File: src/rtl/row_feeder.sv
// Streams feature-map rows from a FWFT FIFO into a three-slot row register file.
// Writes land one cycle after each pop; an empty FIFO stalls the current group.
module row_feeder (
   input  logic        clk,
   input  logic        rst,
   input  logic        start,
   input  logic [7:0]  row_total,
   input  logic        fifo_empty,
   input  logic [63:0] fifo_rdata,
   output logic        fifo_rd,
   output logic [2:0]  wr_en,
   output logic [1:0]  wr_addr,
   output logic [63:0] wr_data,
   output logic        full_row,
   output logic        three_row_ready,
   output logic [1:0]  top_slot,
   output logic        busy,
   output logic        done
);

   typedef enum logic [2:0] {
      IDLE,
      PRELOAD,
      FIRE,
      WAIT,
      REFILL
   } state_t;

   localparam logic [3:0] PRELOAD_WORDS = 4'd12;
   localparam logic [3:0] REFILL_WORDS  = 4'd4;

   state_t      state_q, state_d;
   logic [7:0]  row_total_q, row_total_d;
   logic [7:0]  rows_loaded_q, rows_loaded_d;
   logic [3:0]  word_cnt_q, word_cnt_d;
   logic [1:0]  wait_cnt_q, wait_cnt_d;
   logic [2:0]  wr_en_q, wr_en_d;
   logic [1:0]  wr_addr_q, wr_addr_d;
   logic [63:0] wr_data_q, wr_data_d;
   logic        full_row_q, full_row_d;
   logic        trr_q, trr_d;
   logic [1:0]  top_slot_q, top_slot_d;
   logic        busy_q, busy_d;
   logic        done_q, done_d;
   logic [1:0]  wr_slot;
   logic        pass_end;

   always_comb begin
      state_d       = state_q;
      row_total_d   = row_total_q;
      rows_loaded_d = rows_loaded_q;
      word_cnt_d    = word_cnt_q;
      wait_cnt_d    = wait_cnt_q;
      top_slot_d    = top_slot_q;
      wr_en_d       = 3'b000;
      wr_addr_d     = wr_addr_q;
      wr_data_d     = wr_data_q;
      done_d        = 1'b0;
      fifo_rd       = 1'b0;
      wr_slot       = 2'd0;
      pass_end      = 1'b0;

      case (state_q)
         IDLE: begin
            if (start) begin
               if (row_total >= 8'd3) begin
                  state_d       = PRELOAD;
                  row_total_d   = row_total;
                  rows_loaded_d = 8'd0;
                  word_cnt_d    = 4'd0;
                  wait_cnt_d    = 2'd0;
                  top_slot_d    = 2'd0;
               end else begin
                  done_d = 1'b1;
               end
            end
         end
         PRELOAD: begin
            fifo_rd = !fifo_empty && (word_cnt_q < PRELOAD_WORDS);
            wr_slot = word_cnt_q[3:2];
            // Counter hits 12 on the cycle the last word is being written.
            if (word_cnt_q == PRELOAD_WORDS) begin
               state_d       = FIRE;
               rows_loaded_d = 8'd3;
            end
         end
         FIRE: begin
            state_d    = WAIT;
            wait_cnt_d = 2'd0;
            word_cnt_d = 4'd0;
         end
         WAIT: begin
            wait_cnt_d = wait_cnt_q + 2'd1;
            if (wait_cnt_q == 2'd3) begin
               if (rows_loaded_q == row_total_q) begin
                  state_d  = IDLE;
                  done_d   = 1'b1;
                  pass_end = 1'b1;
               end else begin
                  state_d = REFILL;
               end
            end
         end
         REFILL: begin
            fifo_rd = !fifo_empty && (word_cnt_q < REFILL_WORDS);
            wr_slot = top_slot_q;
            if (word_cnt_q == REFILL_WORDS) begin
               state_d       = FIRE;
               rows_loaded_d = rows_loaded_q + 8'd1;
               top_slot_d    = (top_slot_q == 2'd2) ? 2'd0 : top_slot_q + 2'd1;
            end
         end
         default: state_d = IDLE;
      endcase

      if (fifo_rd) begin
         word_cnt_d = word_cnt_q + 4'd1;
         wr_en_d    = 3'b001 << wr_slot;
         wr_addr_d  = word_cnt_q[1:0];
         wr_data_d  = fifo_rdata;
      end

      full_row_d = (state_d == FIRE);
      busy_d     = (state_d != IDLE) || pass_end;
      // Window stays valid through the done cycle and drops right after it.
      trr_d      = full_row_d ? 1'b1 : (done_q ? 1'b0 : trr_q);
   end

   always_ff @(posedge clk or posedge rst) begin
      if (rst) begin
         state_q       <= IDLE;
         row_total_q   <= 8'd0;
         rows_loaded_q <= 8'd0;
         word_cnt_q    <= 4'd0;
         wait_cnt_q    <= 2'd0;
         wr_en_q       <= 3'b000;
         wr_addr_q     <= 2'd0;
         wr_data_q     <= 64'd0;
         full_row_q    <= 1'b0;
         trr_q         <= 1'b0;
         top_slot_q    <= 2'd0;
         busy_q        <= 1'b0;
         done_q        <= 1'b0;
      end else begin
         state_q       <= state_d;
         row_total_q   <= row_total_d;
         rows_loaded_q <= rows_loaded_d;
         word_cnt_q    <= word_cnt_d;
         wait_cnt_q    <= wait_cnt_d;
         wr_en_q       <= wr_en_d;
         wr_addr_q     <= wr_addr_d;
         wr_data_q     <= wr_data_d;
         full_row_q    <= full_row_d;
         trr_q         <= trr_d;
         top_slot_q    <= top_slot_d;
         busy_q        <= busy_d;
         done_q        <= done_d;
      end
   end

   assign wr_en           = wr_en_q;
   assign wr_addr         = wr_addr_q;
   assign wr_data         = wr_data_q;
   assign full_row        = full_row_q;
   assign three_row_ready = trr_q;
   assign top_slot        = top_slot_q;
   assign busy            = busy_q;
   assign done            = done_q;

endmodule
File: config.mk
export PLATFORM = sky130hd
export DESIGN_NAME = row_feeder
export DESIGN_NICKNAME = d
export VERILOG_FILES = /design/src/rtl/row_feeder.sv
export SDC_FILE = /design/constraint.sdc
export NUM_CORES = 1
export LEC_CHECK = 0
export ABC_AREA = 1
export CAP_MARGIN = 10
export CORE_ASPECT_RATIO = 1.2
export CORE_MARGIN = 5
export CORE_UTILIZATION = 49
export CTS_CLUSTER_DIAMETER = 50
export CTS_CLUSTER_SIZE = 8
export DETAILED_ROUTE_END_ITERATION = 8
export HOLD_SLACK_MARGIN = 0.02
export MAX_ROUTING_LAYER = met4
export PLACE_DENSITY = 0.95
export SLEW_MARGIN = 20
export SYNTH_ARGS = -nofsm -noshare
export SYNTH_HDL_FRONTEND = slang
export SYNTH_SLANG_ARGS = --single-unit
File: constraint.sdc
create_clock -name clk -period 6.7 [get_ports clk]
set_input_delay 1.34 -clock clk [delete_from_list [all_inputs] [get_ports clk]]
set_output_delay 1.34 -clock clk [all_outputs]
set_load 0.01 [all_outputs]
# Word level (Yosys, flattened, before mapping)

Cells that the tools add are included.

Flip-flop bits (word level): 100
Bits of input ports: 76
Output and inout bits: 76
Logic and storage cells: 86

$add $sub $neg: 4
Magnitude comparators: 3
Eq/ne operators: 16
Shift operators: 1
Mux-type cells: 33
Reduce and logical (&&, ||, !) cells: 16

Operator list:

| cell                | count |
|---|---|
| $mux 8              | 4 |
| $pmux 8 s3          | 1 |
| $mux 3              | 7 |
| $pmux 3 s5          | 1 |
| $mux 4              | 3 |
| $reduce_bool 3->1   | 4 |
| $eq 3x2->1 const B  | 3 |
| $reduce_and 3->1    | 3 |
| $add 8x1->8 const B | 1 |
| $eq 8x8->1          | 1 |
| $ge 8x2->1 const B  | 1 |
| $mux 2              | 4 |
| $ne 2x2->1 const B  | 4 |
| $pmux 2 s2          | 2 |
| $pmux 4 s2          | 1 |
| $mux 1              | 7 |
| $ne 3x3->1 const B  | 2 |
| $pmux 2 s3          | 1 |
| $reduce_and 5->1    | 1 |
| $add 2x1->2 const B | 2 |
| $add 4x1->4 const B | 1 |
| $eq 2x2->1 const B  | 2 |
| $eq 4x3->1 const B  | 1 |
| $eq 4x4->1 const B  | 1 |
| 12 further kinds    | 15 |

# Logic depth before layout (Yosys ltp)

Depth in word-level cells: 6
Gate-level depth with buffers: 10
Mapped depth without buffers: 10

# Worst setup path before layout

No wires, ideal clock.

Kind: in2out
From: in fifo_empty
To: out fifo_rd
Data arrival time: 1.731 ns
Data required time: 5.360 ns
Path slack: 3.629 ns
Cell stages on the path: 2
Buffers on the path: 1
Cell sequence: a21oi_2 > buf_2

Longest elaborated chain between the ends: 3
Elaborated cells on any way between the ends: 4
Classes of those cells: mux (1); reduce/logical (3)

RTL lines:

| item                                        | line    | RTL |
|---|---|---|
| start: declaration                          | 8       | `input logic fifo_empty,` |
| $logic_not 1->1 *                           | 79, 105 |  |
| $logic_and 1x1->1, on equally long branches | 105, 79 |  |
| $pmux 1 s2 *                                | 63      | `case (state_q)` |
| end: declaration                            | 10      | `output logic fifo_rd,` |

Mark *: on every way between the ends. The rest lies on a longest branch, timed or not.

# Final worst setup path

Same ends and word-level chain as after synthesis.

==> run summary <==
input/output buffers: 151
Core Region: 8891 µm²
Via density: 4.872
Hold Path Stages: 2
commonest non-fill, non-tap cell in the layout: nand2_1
arrival time worst endpoint: 2.64 ns
layout cell share with drive strength beyond 1: 4.267%
drt total wl: 11670 µm
post-synthesis sequential area ratio: 56.87%
ANT nets after route: 0
TritonCTS Buffers: 9
CTS tree: yes
fmax: 0.2515 GHz
final setup vio count: 0
hold slack: 0.4733 ns
clock latency on the worst-skew pair: 0.35 ns
Syn-to-layout area delta: 41.14%
most frequent cells in the layout: nand2_1, clkdlybuf4s50_1, dfrtp_1
R2R cell count: 8
n_diodes: 0
first-pass GRT wire length: 19350 µm
post-cts resize count: 0
vias in the first global route: 4264
DRC violation count after routing: 0
pwr/cell area: 419.4 nW/µm²
Total Neg Setup Slack: 0 ns
maximum root-to-sink buffer count: 2
kind of critical path: input port to primary output
Required @ worst endpoint: 5.36 ns
syn avg cell area: 7.986 µm²
htree depth: 3
Yosys reg bits: 100
Root Buffer: clkbuf_8
placed wire-length estimate: 8597 µm
RSZ-0062 raised after global routing: no
largest net degree at the start of global routing: 92
synthesized instance count: 551
Slew HR: 45.99%
Worst Setup Start Kind: input port
Vias: 4010
CTS clk-pin slew, worst paths: 0.08 ns
Max Slew Vio Count: 0
Hold Fails Final Rpt: 0
Final #Nets: 778
initial antenna violation count: 0
First-pass DRT Iterations: 4
synthesized area: 4400 µm²
Period Utilization, post-route: 59.34%
CP Capture Type: primary output
Max Cap Violations: 0
post-DR wirelength/cell: 14.17 µm
Initial Util: 49.49%
Fin Clk Skew: 0.009279 ns
Die Wd: 96.51 µm
io pins: 152
DR iter-0 viols: 221
DIE AREA: 10980 µm²
grt total ovfl: 0
row count: 38
Max IR drop VDD: 0.2257 mV
Netlist cell types: 28
Ys Warns: 0
Worst Max-Slew Pin Slew: 0.8101 ns
gr usage total: 23.27%
worst-path maximum fanout: 2
Die Y: 113.8 µm
Post-Syn Nets: 631
global placer's final weighted congestion: 0.9150
worst hold path type: flop to flop
P_leak: 0.003105 µW
post-layout min period: 3.976 ns
Sink Count: 100
Hold-fix buffers, CTS: 0
post-CTS setup buffer count: 0
status: completed
-- worst max-delay path: stages --
cell and delay [ns]:
clkdlybuf4s50_1 0.51, a21oi_4 0.21, clkdlybuf4s50_1 0.57
-- metrics by stage --
| step | worst slack (ns) | cells | cell area [µm²] | utilization (%) | power [µW] |
|---|---|---|---|---|---|
| after floorplan | 2.741 | 551 | 4400 | - | 1599 |
| final | 2.724 | 823 | 6211 | 69.86 | 2605 |
| after global routing | 2.689 | 823 | 6211 | 69.86 | 2808 |
| after detailed placement | 2.727 | 807 | 6005 | 67.53 | 2229 |
| after CTS | 2.714 | 823 | 6207 | 69.81 | 2630 |
| after global placement | 2.746 | 807 | 5998 | 67.46 | 2163 |
-- synth_stat cells --
master / instances / area, µm²
nand2_1: 286 / 1074
dfrtp_1: 100 / 2502
nor2_1: 38 / 142.6
inv_1: 36 / 135.1
nand3_1: 18 / 90.09
buf_2: 15 / 75.07
a21oi_1: 12 / 60.06
o21ai_0: 8 / 40.04
nor3_1: 6 / 30.03
xor2_1: 5 / 43.79
ha_1: 4 / 50.05
inv_2: 4 / 15.01
o21a_1: 2 / 15.01
o22ai_1: 2 / 12.51
or2_2: 2 / 12.51
a21o_1: 1 / 7.510
a21oi_2: 1 / 8.760
and2_1: 1 / 6.260
buf_6: 1 / 11.26
clkbuf_1: 1 / 3.750
nand2_2: 1 / 6.260
nand3_2: 1 / 10.01
nand4_1: 1 / 6.260
nor2_4: 1 / 11.26
nor3_2: 1 / 10.01
nor3b_1: 1 / 7.510
o21ai_1: 1 / 5.000
xnor2_1: 1 / 8.760
-- layer usage --
| metal | up-vias | GRT usage, % | wire [µm] |
|---|---|---|---|
| met4 | 0 | 11.13 | 359 |
| met3 | 34 | 3.694 | 535 |
| met2 | 148 | 38.58 | 6064 |
| met5 | - | - | 0 |
| met1 | 1865 | 27.35 | 4706 |
| li1 | 1963 | - | - |
-- final cells by class --
class                           count  area, µm²
Fill cell                         704       2680
Multi-Input combinational cell    394       1673
Timing Repair Buffer              153       1530
Inverter                           40      152.6
Sequential cell                   100       2502
Tap cell                          120      150.1
Clock inverter                      4      47.55
Clock buffer                       12      155.1
-- logic make-up after synthesis --
kind of cell / share of synthesized area, %
XOR/XNOR: 1.194
AO/OA/AOI/OAI: 3.384
adder cells (fa/ha/maj): 1.137
buffers and inverters: 5.459
flip-flops: 56.87
AND/OR/NAND/NOR: 31.96
-- power breakdown --
part           total, µW  leakage [µW]  internal (µW)  switching [µW]
Sequential          1020       0.00124            858             163
Combinational       1190       0.00176            574             618
Clock                392      0.000102            192             199
Total               2610       0.00310           1620             981
-- flip-flops by register name (all words and copies together) (netlist names) --
| signal | cells |
|---|---|
| busy | 1 |
| done | 1 |
| full_row | 1 |
| row_total_q | 8 |
| rows_loaded_q | 8 |
| state_q | 3 |
| three_row_ready | 1 |
| top_slot | 2 |
| wait_cnt_q | 2 |
| word_cnt_q | 4 |
| wr_addr | 2 |
| wr_data | 64 |
| wr_en | 3 |
-- path summary, 6_finish.rpt --
path | startpoint | end | slack [ns]
setup / recovery | fifo_empty | fifo_rd | 2.72
hold / removal | wr_data[49]$_DFFE_PP0P_ | wr_data[49]$_DFFE_PP0P_ | 0.47
setup reg to reg | state_q[0]$_DFF_PP0_ | wr_addr[0]$_DFFE_PP0P_ | 4.49
hold reg to reg | wr_data[49]$_DFFE_PP0P_ | wr_data[49]$_DFFE_PP0P_ | 0.47
max in group asynchronous | rst | wr_en[2]$_DFF_PP0_ | 4.48
min in group asynchronous | rst | wr_data[37]$_DFFE_PP0P_ | 1.21
Power figures use the tool's default switching activity.
